===== config.mk =====
export PLATFORM = sky130hd
export DESIGN_NAME = seq_det_ctrl
export DESIGN_NICKNAME = d
export VERILOG_FILES = /design/src/rtl/seq_det_pkg.sv /design/src/rtl/seq_det_ctrl.sv
export SDC_FILE = /design/constraint.sdc
export NUM_CORES = 1
export LEC_CHECK = 0
export CAP_MARGIN = 15
export CORE_UTILIZATION = 55
export DETAILED_ROUTE_END_ITERATION = 10
export GPL_TIMING_DRIVEN = 1
export PLACE_DENSITY = 0.85
export SKIP_LAST_GASP = 1
export SLEW_MARGIN = 20
export SYNTH_ARGS = -nofsm -noshare
export SYNTH_HDL_FRONTEND = slang
export SYNTH_SLANG_ARGS = --single-unit

===== constraint.sdc =====
create_clock -name clk -period 4.3 [get_ports clk]
set_input_delay 0.86 -clock clk [delete_from_list [all_inputs] [get_ports clk]]
set_output_delay 0.86 -clock clk [all_outputs]
set_load 0.03 [all_outputs]

===== src/rtl/seq_det_pkg.sv =====
// Shared definitions for the word-level sequence detector controller:
// FSM state encoding and default word / total widths.
package seq_det_pkg;

   localparam int WIDTH_DEF = 8;
   localparam int TOT_W_DEF = 16;

   typedef enum logic [1:0] {
      ST_IDLE  = 2'd0,
      ST_SHIFT = 2'd1,
      ST_DONE  = 2'd2
   } state_t;

endpackage


===== src/rtl/seq_det_ctrl.sv =====
// Feeds parallel words MSB-first into a serial Mealy detector, holding the detector
// in reset between words, and reports per-bit hits, per-word count and a saturating total.
module seq_det_ctrl
   import seq_det_pkg::*;
#(
   parameter int WIDTH = WIDTH_DEF,
   parameter int CNT_W = $clog2(WIDTH + 1),
   parameter int TOT_W = TOT_W_DEF
) (
   input  logic             clk,
   input  logic             reset,
   input  logic             in_valid,
   output logic             in_ready,
   input  logic [WIDTH-1:0] in_data,
   output logic             det_rst,
   output logic             det_x,
   input  logic             det_z,
   output logic             out_valid,
   input  logic             out_ready,
   output logic [WIDTH-1:0] out_hits,
   output logic [CNT_W-1:0] out_count,
   output logic [TOT_W-1:0] hit_total,
   output logic             busy
);

   localparam int IDX_W = $clog2(WIDTH);
   localparam int SUM_W = TOT_W + 1;
   localparam logic [IDX_W-1:0] IDX_MSB = IDX_W'(WIDTH - 1);

   state_t           state;
   state_t           state_nxt;
   logic [WIDTH-1:0] data_q;
   logic [IDX_W-1:0] idx;
   logic [SUM_W-1:0] total_sum;
   logic             accept;
   logic             release_w;
   logic             last_bit;

   // Handshake outputs depend on state only, never on the partner's valid/ready.
   assign in_ready  = (state == ST_IDLE);
   assign out_valid = (state == ST_DONE);
   assign busy      = (state != ST_IDLE);

   assign accept    = in_ready && in_valid;
   assign release_w = out_valid && out_ready;
   assign last_bit  = (idx == '0);
   assign total_sum = SUM_W'(hit_total) + SUM_W'(out_count);

   always_comb begin
      // NOTE: default assignment first, so no path through the case leaves state_nxt unassigned (no latch).
      state_nxt = state;
      case (state)
         ST_IDLE:  if (accept)    state_nxt = ST_SHIFT;
         ST_SHIFT: if (last_bit)  state_nxt = ST_DONE;
         ST_DONE:  if (release_w) state_nxt = ST_IDLE;
         default:                 state_nxt = ST_IDLE;
      endcase
   end

   always_ff @(posedge clk or negedge reset) begin
      if (!reset) begin
         state     <= ST_IDLE;
         data_q    <= '0;
         idx       <= '0;
         det_rst   <= 1'b1;
         det_x     <= 1'b0;
         out_hits  <= '0;
         out_count <= '0;
         hit_total <= '0;
      end else begin
         // NOTE: non-blocking assignments: every register here updates from pre-edge values.
         state   <= state_nxt;
         // Registered so the detector is out of reset for exactly the SHIFT cycles.
         det_rst <= (state_nxt != ST_SHIFT);
         case (state)
            ST_IDLE: begin
               if (accept) begin
                  data_q    <= in_data;
                  idx       <= IDX_MSB;
                  out_hits  <= '0;
                  out_count <= '0;
                  det_x     <= in_data[WIDTH-1];
               end
            end
            ST_SHIFT: begin
               out_hits[idx] <= det_z;
               out_count     <= out_count + CNT_W'(det_z);
               if (last_bit) begin
                  det_x <= 1'b0;
               end else begin
                  idx   <= idx - 1'b1;
                  det_x <= data_q[idx - 1'b1];
               end
            end
            ST_DONE: begin
               if (release_w)
                  hit_total <= total_sum[TOT_W] ? '1 : total_sum[TOT_W-1:0];
            end
            default: ;
         endcase
      end
   end

endmodule

# Yosys cells after proc, flatten, opt, wreduce, memory -nomap -nowiden
# Index checks and enable logic that the tools add are counted.
dict set report totals {
  regBits 43
  inputBits 13
  out_inout_bits 33
  wordCells 50
}
dict set report classes {
  n_addsub 3
  magnitude_cmp 3
  eq_ne 5
  muxes 20
  reduce_logical 11
}
# cell count
set op_table {}
lappend op_table {{adder 16 x 4 -> 17 bit} 1}
lappend op_table {{2-to-1 mux 16 bit} 1}
lappend op_table {{case mux 8 bit (2 select lines)} 1}
lappend op_table {{bitwise mux 8 bit} 1}
lappend op_table {{less-than comparator 3 x 4 -> 1 bit, second input constant} 2}
lappend op_table {{2-to-1 mux 8 bit} 1}
lappend op_table {{case mux 4 bit (2 select lines)} 1}
lappend op_table {{2-to-1 mux 2 bit} 3}
lappend op_table {{2-to-1 mux 3 bit} 2}
lappend op_table {{case mux 2 bit (3 select lines)} 1}
lappend op_table {{case mux 3 bit (2 select lines)} 1}
lappend op_table {{AND reduction 2 bit} 3}
lappend op_table {{adder 4 x 1 -> 4 bit} 1}
lappend op_table {{2-to-1 mux 1 bit} 4}
lappend op_table {{2-to-1 mux 4 bit} 1}
lappend op_table {{inequality test 2 x 1 -> 1 bit, second input constant} 2}
lappend op_table {{nonzero test 2 bit} 2}
lappend op_table {{binary-select mux 1 bit (select 3 bit)} 1}
lappend op_table {{demux 1 bit (select 3 bit)} 1}
lappend op_table {{greater-or-equal comparator 3 x 1 -> 1 bit, second input constant} 1}
lappend op_table {{logical AND 1 bit} 3}
lappend op_table {{zero test 3 bit} 1}
lappend op_table {{AND reduction 3 bit} 1}
lappend op_table {{subtractor 3 x 1 -> 3 bit, second input constant} 1}
lappend op_table {{other kinds (5)} 5}

# Longest topological paths before layout
# Gate-level depths: netlist (run 1).
dict set report depth {
  word_depth 6
  depth_mapped 7
  ltp_nobuf 6
}

# Least setup slack after synthesis (run 1)
# OpenSTA, ideal clock, no wires.
dict set report synth_timing {
  path_type {register -> register}
  startpoint {register out_count[0]}
  endpoint {register hit_total[14]}
  setup_time_ns 0.135
  arrival_time_ns 1.984
  t_required_ns 4.165
  path_slack_ns 2.181
  path_stages_with_launch 8
  n_path_buf 1
  period_less_slack_ns 2.119
  path_cell_list {dfrtp_1 > ha_1 > fa_1 > a21o_4 > a21oi_4 > or4_4 > buf_6 > nand3_1}
}
dict set report synth_via {
  elab_chain_cells 2
}
# item line
set synth_lines {}
lappend synth_lines {{start, declared} seq_det_ctrl.sv:21} ;# output logic [CNT_W-1:0] out_count,
lappend synth_lines {{start signal, assigned} seq_det_ctrl.sv:87} ;# out_count <= out_count + CNT_W'(det_z);
lappend synth_lines {{adder 16 x 4 -> 17 bit} seq_det_ctrl.sv:47} ;# assign total_sum = SUM_W'(hit_total) + SUM_W'(out_count);
lappend synth_lines {{2-to-1 mux 16 bit} seq_det_ctrl.sv:97} ;# hit_total <= total_sum[TOT_W] ? '1 : total_sum[TOT_W-1:0];
lappend synth_lines {{end signal, assigned} seq_det_ctrl.sv:97}
lappend synth_lines {{end, declared} seq_det_ctrl.sv:22} ;# output logic [TOT_W-1:0] hit_total,
# No other way between the ends.
# A chain may end at the register's enable or synchronous reset.

# Worst setup path in the final report (run 1)
dict set report layout_timing {
  startpoint {input out_ready}
  endpoint {register hit_total[0]}
}
dict set report layout_via {
  elab_chain_cells 2
}
# item line
set layout_lines {}
lappend layout_lines {{start, declared} seq_det_ctrl.sv:19} ;# input logic out_ready,
lappend layout_lines {{logical AND 1 bit} seq_det_ctrl.sv:45} ;# assign release_w = out_valid && out_ready;
lappend layout_lines {{AND reduction 2 bit (no source line)} n/a}
# No other way between the ends.

==> out/qor.log, run 1 <==
qor: synth.post-synth-top-count-cell sky130_fd_sc_hd__dfrtp_1
qor: routing.drt-total-wl 4910 um
qor: synth.synth.net_count 249
qor: final_layout.postLayoutCellArea 0.00280 mm2
qor: flow_run.max_cap_viol_count 0
qor: final_layout.multi_input_area 0.00109 mm2
qor: final_layout.antenna-diode-count 0
qor: synth.ys_seq_area_share 47.9%
qor: clock_network.ctsLongestPathBuffers 2
qor: die.fp.coreArea 0.00380 mm2
qor: clock_network.cts_buffers 5
qor: grt.number_of_global_route_vias_before_repair 1858
qor: sta.worst_slew_pin_slew 929 ps
qor: die.floorplan.die.height 66.0 um
qor: worst_setup_path.worst-endpoint-arrival 2980 ps
qor: worst_setup_path.required 4500 ps
qor: grt.total_routing_usage_gr 25.5%
qor: final_layout.final-seq-area 0.00108 mm2
qor: synth.synth_top_cells_by_area sky130_fd_sc_hd__dfrtp_1 47%, sky130_fd_sc_hd__nand2_1 6.7%, sky130_fd_sc_hd__ha_1 4.4%
qor: grt.busiest_layer met2
qor: worst_setup_path.worst_setup_path_end_kind flop
qor: final_layout.final_core_utilization 73.7%
qor: sta.post-route-period-util 64.6%
qor: grt.globalRouteOverflowTotal 0
qor: grt.pin_count_of_the_biggest_net_entering_global_routing 44
qor: synth.yosys_warnings 0
qor: routing.post_drt_wl_per_cell 15.4 um
qor: run_status.run_status complete, no violations
qor: sta.max_slew_margin 38.1%
qor: worst_setup_path.critical_path.max_fanout 14
qor: sta.post-route-min-period 2780 ps
qor: placement.gp_congestion 0.848
qor: synth.avgSynthCellArea 9.92 um2
qor: die.initial_core_util 59.3%
qor: die.design.die.area 0.00435 mm2
qor: grt.met1_usage 35.6%
qor: pwr.vdd_drop_max 0.000337 V
qor: routing.antenna_violating_nets_post_route 0
qor: final_layout.nNetsFinal 292
qor: placement.placement.io_buffers 45
qor: die.die_width 66.0 um
qor: synth.post-synth-top-area-fraction 46.7%
qor: sta.fmax 360 MHz
qor: synth.synthArstFlopShare 100%
qor: min_path.min-delay-path-class flop to flop
qor: synth.synth.ff_latch_count 43
qor: sta.slew_viol_final 0
qor: placement.preCtsSetupSlack 1260 ps
qor: clock_network.cts_tree done
qor: clock_network.cts.htree.levels 2
qor: die.num_rows 22
qor: final_layout.drive_gt1_share 7.75%
qor: synth.yosysUniqueCellTypes 54
qor: final_layout.area.growth.synth_to_final 24.4%
qor: grt.first_pass_grt_wire_length 8390 um
qor: synth.ys_top_cells_by_count 42 x sky130_fd_sc_hd__dfrtp_1, 40 x sky130_fd_sc_hd__nand2_1, 19 x sky130_fd_sc_hd__nand3_1
qor: routing.drt_iter0_markers 159
qor: grt.gr-usage-met2 39.9%
qor: grt.initial_antenna_violation_count 0
qor: clock_network.root_buffer sky130_fd_sc_hd__clkbuf_8
qor: routing.drtPass1Iterations 4
qor: placement.dpl.hpwl 3550 um
qor: clock_network.post_cts_resize_count 0
qor: routing.vias 1922
qor: clock_network.tritoncts_num_sinks 43
qor: pwr.power_density 636 mW/mm2
qor: synth.synth_cells 227
qor: sta.fin_worst_skew 6.72 ps
qor: synth.post-synth-top-area-cell sky130_fd_sc_hd__dfrtp_1
qor: routing.drt_drc_violations_left 0
qor: die.num_io_pins 46
qor: sta.postLayoutSetupSlackWorst 1520 ps
qor: worst_setup_path.worstSetupPathType input port to flop
qor: routing.detail_route.vias_per_cell 6.03
qor: clock_network.hold_buffers 0
qor: grt.grtUsageMet3 5.52%
qor: synth.post_synthesis_cell_area 0.00225 mm2
qor: sta.rsz0062_at_grt false
qor: pwr.static_leak 1.30 nW
qor: pwr.post-layout-total-power 1.78 mW
qor: clock_network.insertion_delay 290 ps
qor: clock_network.cts.clk_slew.worst_paths 80 ps
qor: final_layout.number_of_fill_cells_in_the_layout 294
qor: synth.synth_enable_flop_cells 0
qor: placement.placed_area 0.00271 mm2
qor: sta.setup-tns-final 0 ps
qor: synth.yosys_most_used_dff sky130_fd_sc_hd__dfrtp_1
qor: clock_network.cts_setup_buffers 0
qor: worst_setup_path.worst_setup_path_start_kind input port
qor: sta.setup_viol 0
qor: sta.final_number_of_hold_violating_endpoints 0
## worst paths after layout
kind	start	to	slack (ps)	depth (start not counted)
hold / removal	data_q[7]$_DFFE_PN0P_	data_q[7]$_DFFE_PN0P_	480	2
max in group asynchronous	reset	hit_total[0]$_DFFE_PN0P_	3010	1
setup / recovery	out_ready	hit_total[0]$_DFFE_PN0P_	1520	5
min in group asynchronous	reset	out_hits[1]$_DFFE_PN0P_	710	1
hold reg to reg	data_q[7]$_DFFE_PN0P_	data_q[7]$_DFFE_PN0P_	480	2
setup reg to reg	state[0]$_DFF_PN0_	hit_total[0]$_DFFE_PN0P_	2130	4
## flip-flops by register name (all words and copies together) (netlist names)
name       count
out_hits       8
det_rst        1
out_count      4
data_q         8
state          2
idx            3
det_x          1
hit_total     16
## per-layer routing
layer	up-vias	part of all wire, %
li1	917	-
met1	949	47
met2	54	48
met3	2	4.0
met4	0	0.67
met5	-	0
## worst max-delay path: stages
cell	delay, ps
sky130_fd_sc_hd__clkdlybuf4s50_1	500
sky130_fd_sc_hd__and3b_1	420
sky130_fd_sc_hd__nand4_1	410
sky130_fd_sc_hd__or4_4	650
sky130_fd_sc_hd__o21ai_0	130
## through the flow
stage          hold WS (ps)  std cells
4_1_cts                 485        319
5_1_grt                 496        319
3_3_place_gp            455        311
6_report                480        319
3_5_place_dp            464        311
2_1_floorplan           440        227
## layout make-up
class                   instances  share of cell area [%]
clock inverters                 1                   0.179
clock buffers                   7                    3.08
flip-flops and latches         43                    38.5
inverters                       9                    1.21
well taps                      48                    2.14
multi-input cells             166                    39.0
repair buffers                 45                    15.9
## kinds of logic after synthesis
| logic type | share of synthesized area (%) |
|---|---|
| AND/OR/NAND/NOR | 22.2 |
| AO/OA/AOI/OAI | 15.5 |
| flip-flops | 47.9 |
| buffers and inverters | 3.61 |
| adder cells (fa/ha/maj) | 5.34 |
| multiplexers | 4.28 |
| XOR/XNOR | 1.17 |
## cells in the final DEF (no fill, tap or decap), types with 2 or more instances in the layout
master,netlist,routed
sky130_fd_sc_hd__or3_1,2,2
sky130_fd_sc_hd__nor3_1,4,4
sky130_fd_sc_hd__a31oi_1,2,2
sky130_fd_sc_hd__clkbuf_8,0,6
sky130_fd_sc_hd__o41ai_1,5,5
sky130_fd_sc_hd__o311ai_1,2,2
sky130_fd_sc_hd__nor2_1,10,10
sky130_fd_sc_hd__xnor2_1,2,2
sky130_fd_sc_hd__mux2i_1,4,4
sky130_fd_sc_hd__or4_1,4,4
sky130_fd_sc_hd__mux4_2,2,2
sky130_fd_sc_hd__inv_1,9,9
sky130_fd_sc_hd__clkdlybuf4s50_1,0,44
sky130_fd_sc_hd__o21ai_0,14,14
sky130_fd_sc_hd__ha_1,8,8
sky130_fd_sc_hd__and3_1,2,2
sky130_fd_sc_hd__a21oi_1,4,4
sky130_fd_sc_hd__o211ai_1,2,2
sky130_fd_sc_hd__nand4_1,4,4
sky130_fd_sc_hd__nand2_1,40,40
sky130_fd_sc_hd__nand3_1,19,19
sky130_fd_sc_hd__o311ai_0,2,2
sky130_fd_sc_hd__o31ai_1,5,5
sky130_fd_sc_hd__nand3_2,2,2
sky130_fd_sc_hd__a21o_1,2,2
sky130_fd_sc_hd__dfrtp_1,42,42
## power breakdown
group	switching, mW	total [mW]	internal, mW	leakage (nW)
sequential	0.121	0.656	0.535	0.560
clock	0.129	0.259	0.130	0.0482
combinational	0.507	0.867	0.359	0.692
total	0.757	1.78	1.02	1.30
Note: power is estimated with default switching activity, not from simulation.
==> run 2: changes to the inputs <==
- CORE_UTILIZATION: 55 -> 46
- PLACE_DENSITY: 0.85 -> 0.76
- clock period: 4.3 -> 2.5 ns (I/O delays scaled with it)
==> out/qor.log, run 2 (synthesis results as in run 1) <==
qor: clock_network.cts.clk_slew.worst_paths 80 ps [about the same]
qor: final_layout.multi_input_area 0.00109 mm2 [unchanged]
qor: run_status.run_status finished with violations
qor: clock_network.cts_buffers 5 [unchanged]
qor: grt.pin_count_of_the_biggest_net_entering_global_routing 25 [-43%]
qor: die.die_width 72.0 um [+9.1%]
qor: routing.drt_drc_violations_left 2 [+2]
qor: final_layout.area.growth.synth_to_final 29.3%
qor: clock_network.insertion_delay 300 ps [about the same]
qor: clock_network.hold_buffers 0 [unchanged]
qor: sta.max_slew_margin 57.2% [+19 points]
qor: die.num_rows 25 [+14%]
qor: clock_network.ctsLongestPathBuffers 2 [unchanged]
qor: worst_setup_path.worst_setup_path_start_kind flop
qor: grt.initial_antenna_violation_count 0 [unchanged]
qor: placement.preCtsSetupSlack 223 ps [-1030 ps]
qor: final_layout.most_frequent_cells_in_the_layout 44 x sky130_fd_sc_hd__clkdlybuf4s50_1, 42 x sky130_fd_sc_hd__dfrtp_1, 40 x sky130_fd_sc_hd__nand2_1
qor: placement.dpl.hpwl 3600 um [+1.3%]
qor: sta.rsz0062_at_grt false
qor: grt.number_of_global_route_vias_before_repair 1812 [-2.5%]
qor: clock_network.post_cts_resize_count 0 [unchanged]
qor: die.fp.coreArea 0.00472 mm2 [+24%]
qor: clock_network.cts_setup_buffers 0 [unchanged]
qor: sta.setup-tns-final 0 ps [unchanged]
qor: die.design.die.area 0.00518 mm2 [+19%]
qor: final_layout.antenna-diode-count 0 [unchanged]
qor: routing.post_drt_wl_per_cell 14.6 um [-4.8%]
qor: sta.postLayoutSetupSlackWorst 257 ps [-1260 ps]
qor: final_layout.post_layout_nonfiller_instances 344 [+7.8%]
qor: routing.vias 1935 [+0.68%]
qor: final_layout.layout_commonest_cell sky130_fd_sc_hd__clkdlybuf4s50_1
qor: worst_setup_path.worstSetupPathType flop to primary output
qor: clock_network.tritoncts_num_sinks 43 [unchanged]
qor: min_path.min-delay-path-class input port to async pin
qor: clock_network.cts.htree.levels 2 [unchanged]
qor: sta.post-route-period-util 89.7%
qor: sta.fin_worst_skew 5.20 ps [-1.52 ps]
qor: grt.total_routing_usage_gr 21.2% [-4.3 points]
qor: sta.final_number_of_hold_violating_endpoints 0 [unchanged]
qor: final_layout.largest_register_ffs 16 [unchanged]
qor: routing.drt_iter0_markers 137 [-14%]
qor: die.floorplan.die.height 72.0 um [+9.1%]
qor: final_layout.drive_gt1_share 9.75% [+2.0 points]
qor: sta.worst_slew_pin_slew 641 ps [-288 ps]
qor: flow_run.max_cap_viol_count 0 [unchanged]
qor: pwr.power_density 1120 mW/mm2 [+76%]
qor: worst_setup_path.required 2000 ps [-2500 ps]
qor: grt.globalRouteOverflowTotal 0 [unchanged]
qor: final_layout.registers.top_by_ff_count hit_total
qor: placement.placement.io_buffers 45 [unchanged]
qor: sta.post-route-min-period 2240 ps
qor: routing.antenna_violating_nets_post_route 0 [unchanged]
qor: run_status.violations design-rule violations
qor: worst_setup_path.worst-endpoint-arrival 1740 ps [-1240 ps]
qor: final_layout.number_of_fill_cells_in_the_layout 382 [+30%]
qor: clock_network.root_buffer sky130_fd_sc_hd__clkbuf_8
qor: pwr.static_leak 1.35 nW [+3.5%]
qor: pwr.vdd_drop_max 0.000496 V [+47%]
qor: placement.gp_congestion 0.833 [-1.9%]
qor: final_layout.final_core_utilization 61.6% [-12 points]
qor: worst_setup_path.worst_setup_path_end_kind primary output
qor: final_layout.biggest_registers_after_layout hit_total: 16 flops, data_q: 8 flops, out_hits: 8 flops
qor: routing.drt-total-wl 5030 um [+2.6%]
qor: die.num_io_pins 46 [unchanged]
qor: sta.fin_hold_ws 8.22 ps [-472 ps]
qor: routing.detail_route.vias_per_cell 5.63 [-6.6%]
qor: routing.drtPass1Iterations 10 [+6]
qor: grt.first_pass_grt_wire_length 8470 um [+0.99%]
qor: placement.place_inst 336 [+8.0%]
qor: worst_setup_path.critical_path.max_fanout 5 [-9]
qor: die.initial_core_util 47.7% [-12 points]
qor: sta.slew_viol_final 0 [unchanged]
qor: clock_network.cts_tree done
qor: final_layout.final-seq-area 0.00108 mm2 [unchanged]
qor: sta.fmax 446 MHz
qor: final_layout.nNetsFinal 298 [+2.1%]
qor: sta.setup_viol 0 [unchanged]
-- run 2: layout make-up --
class | instances | share of cell area, %
clock buffers | 6 | 2.49
inverters | 9 | 1.16
repair buffers | 51 | 16.9
flip-flops and latches | 43 | 37.0
clock inverters | 2 | 2.06
well taps | 67 | 2.88
multi-input cells | 166 | 37.5
-- run 2: critical path, cell delays in order (launching register included) --
cell and delay (ps):
sky130_fd_sc_hd__dfrtp_1 420, sky130_fd_sc_hd__nor2_1 280, sky130_fd_sc_hd__clkdlybuf4s50_1 740
-- run 2: power by group --
group | switching [mW] | leakage, nW | total (mW) | internal [mW]
Combinational | 0.860 | 0.720 | 1.49 | 0.625
Sequential | 0.203 | 0.560 | 1.12 | 0.921
Clock | 0.249 | 0.0654 | 0.648 | 0.400
Total | 1.31 | 1.35 | 3.26 | 1.95
-- run 2: path summary, 6_finish.rpt --
path                                           from                        end  depth (start not counted)  slack (ps)
setup / recovery                 state[0]$_DFF_PN0_                   in_ready                          2         260
hold / removal                                reset  hit_total[14]$_DFFE_PN0P_                          1           8
setup reg to reg           out_count[0]$_DFFE_PN0P_   hit_total[1]$_DFFE_PN0P_                          6         290
hold reg to reg               data_q[4]$_DFFE_PN0P_      data_q[4]$_DFFE_PN0P_                          2         480
max in group asynchronous                     reset          det_rst$_DFF_PN1_                          2        1920
min in group clk              data_q[4]$_DFFE_PN0P_      data_q[4]$_DFFE_PN0P_                          2         480
-- run 2: metal layers --
layer | track usage, % | wire length (um) | vias to the layer above
li1 | - | - | 928
met1 | 29.8 | 2410 | 941
met2 | 32.1 | 2360 | 59
met3 | 4.58 | 208 | 7
met4 | 8.71 | 55 | 0
met5 | 0 | 0 | -
-- run 2: per-stage QoR --
stage / power (mW) / cell area [um2]
after global placement: 2.59 / 2780
after CTS: 3.27 / 2910
final: 3.26 / 2910
after global routing: 3.48 / 2910
after floorplan: 2.13 / 2250
after detailed placement: 2.63 / 2780
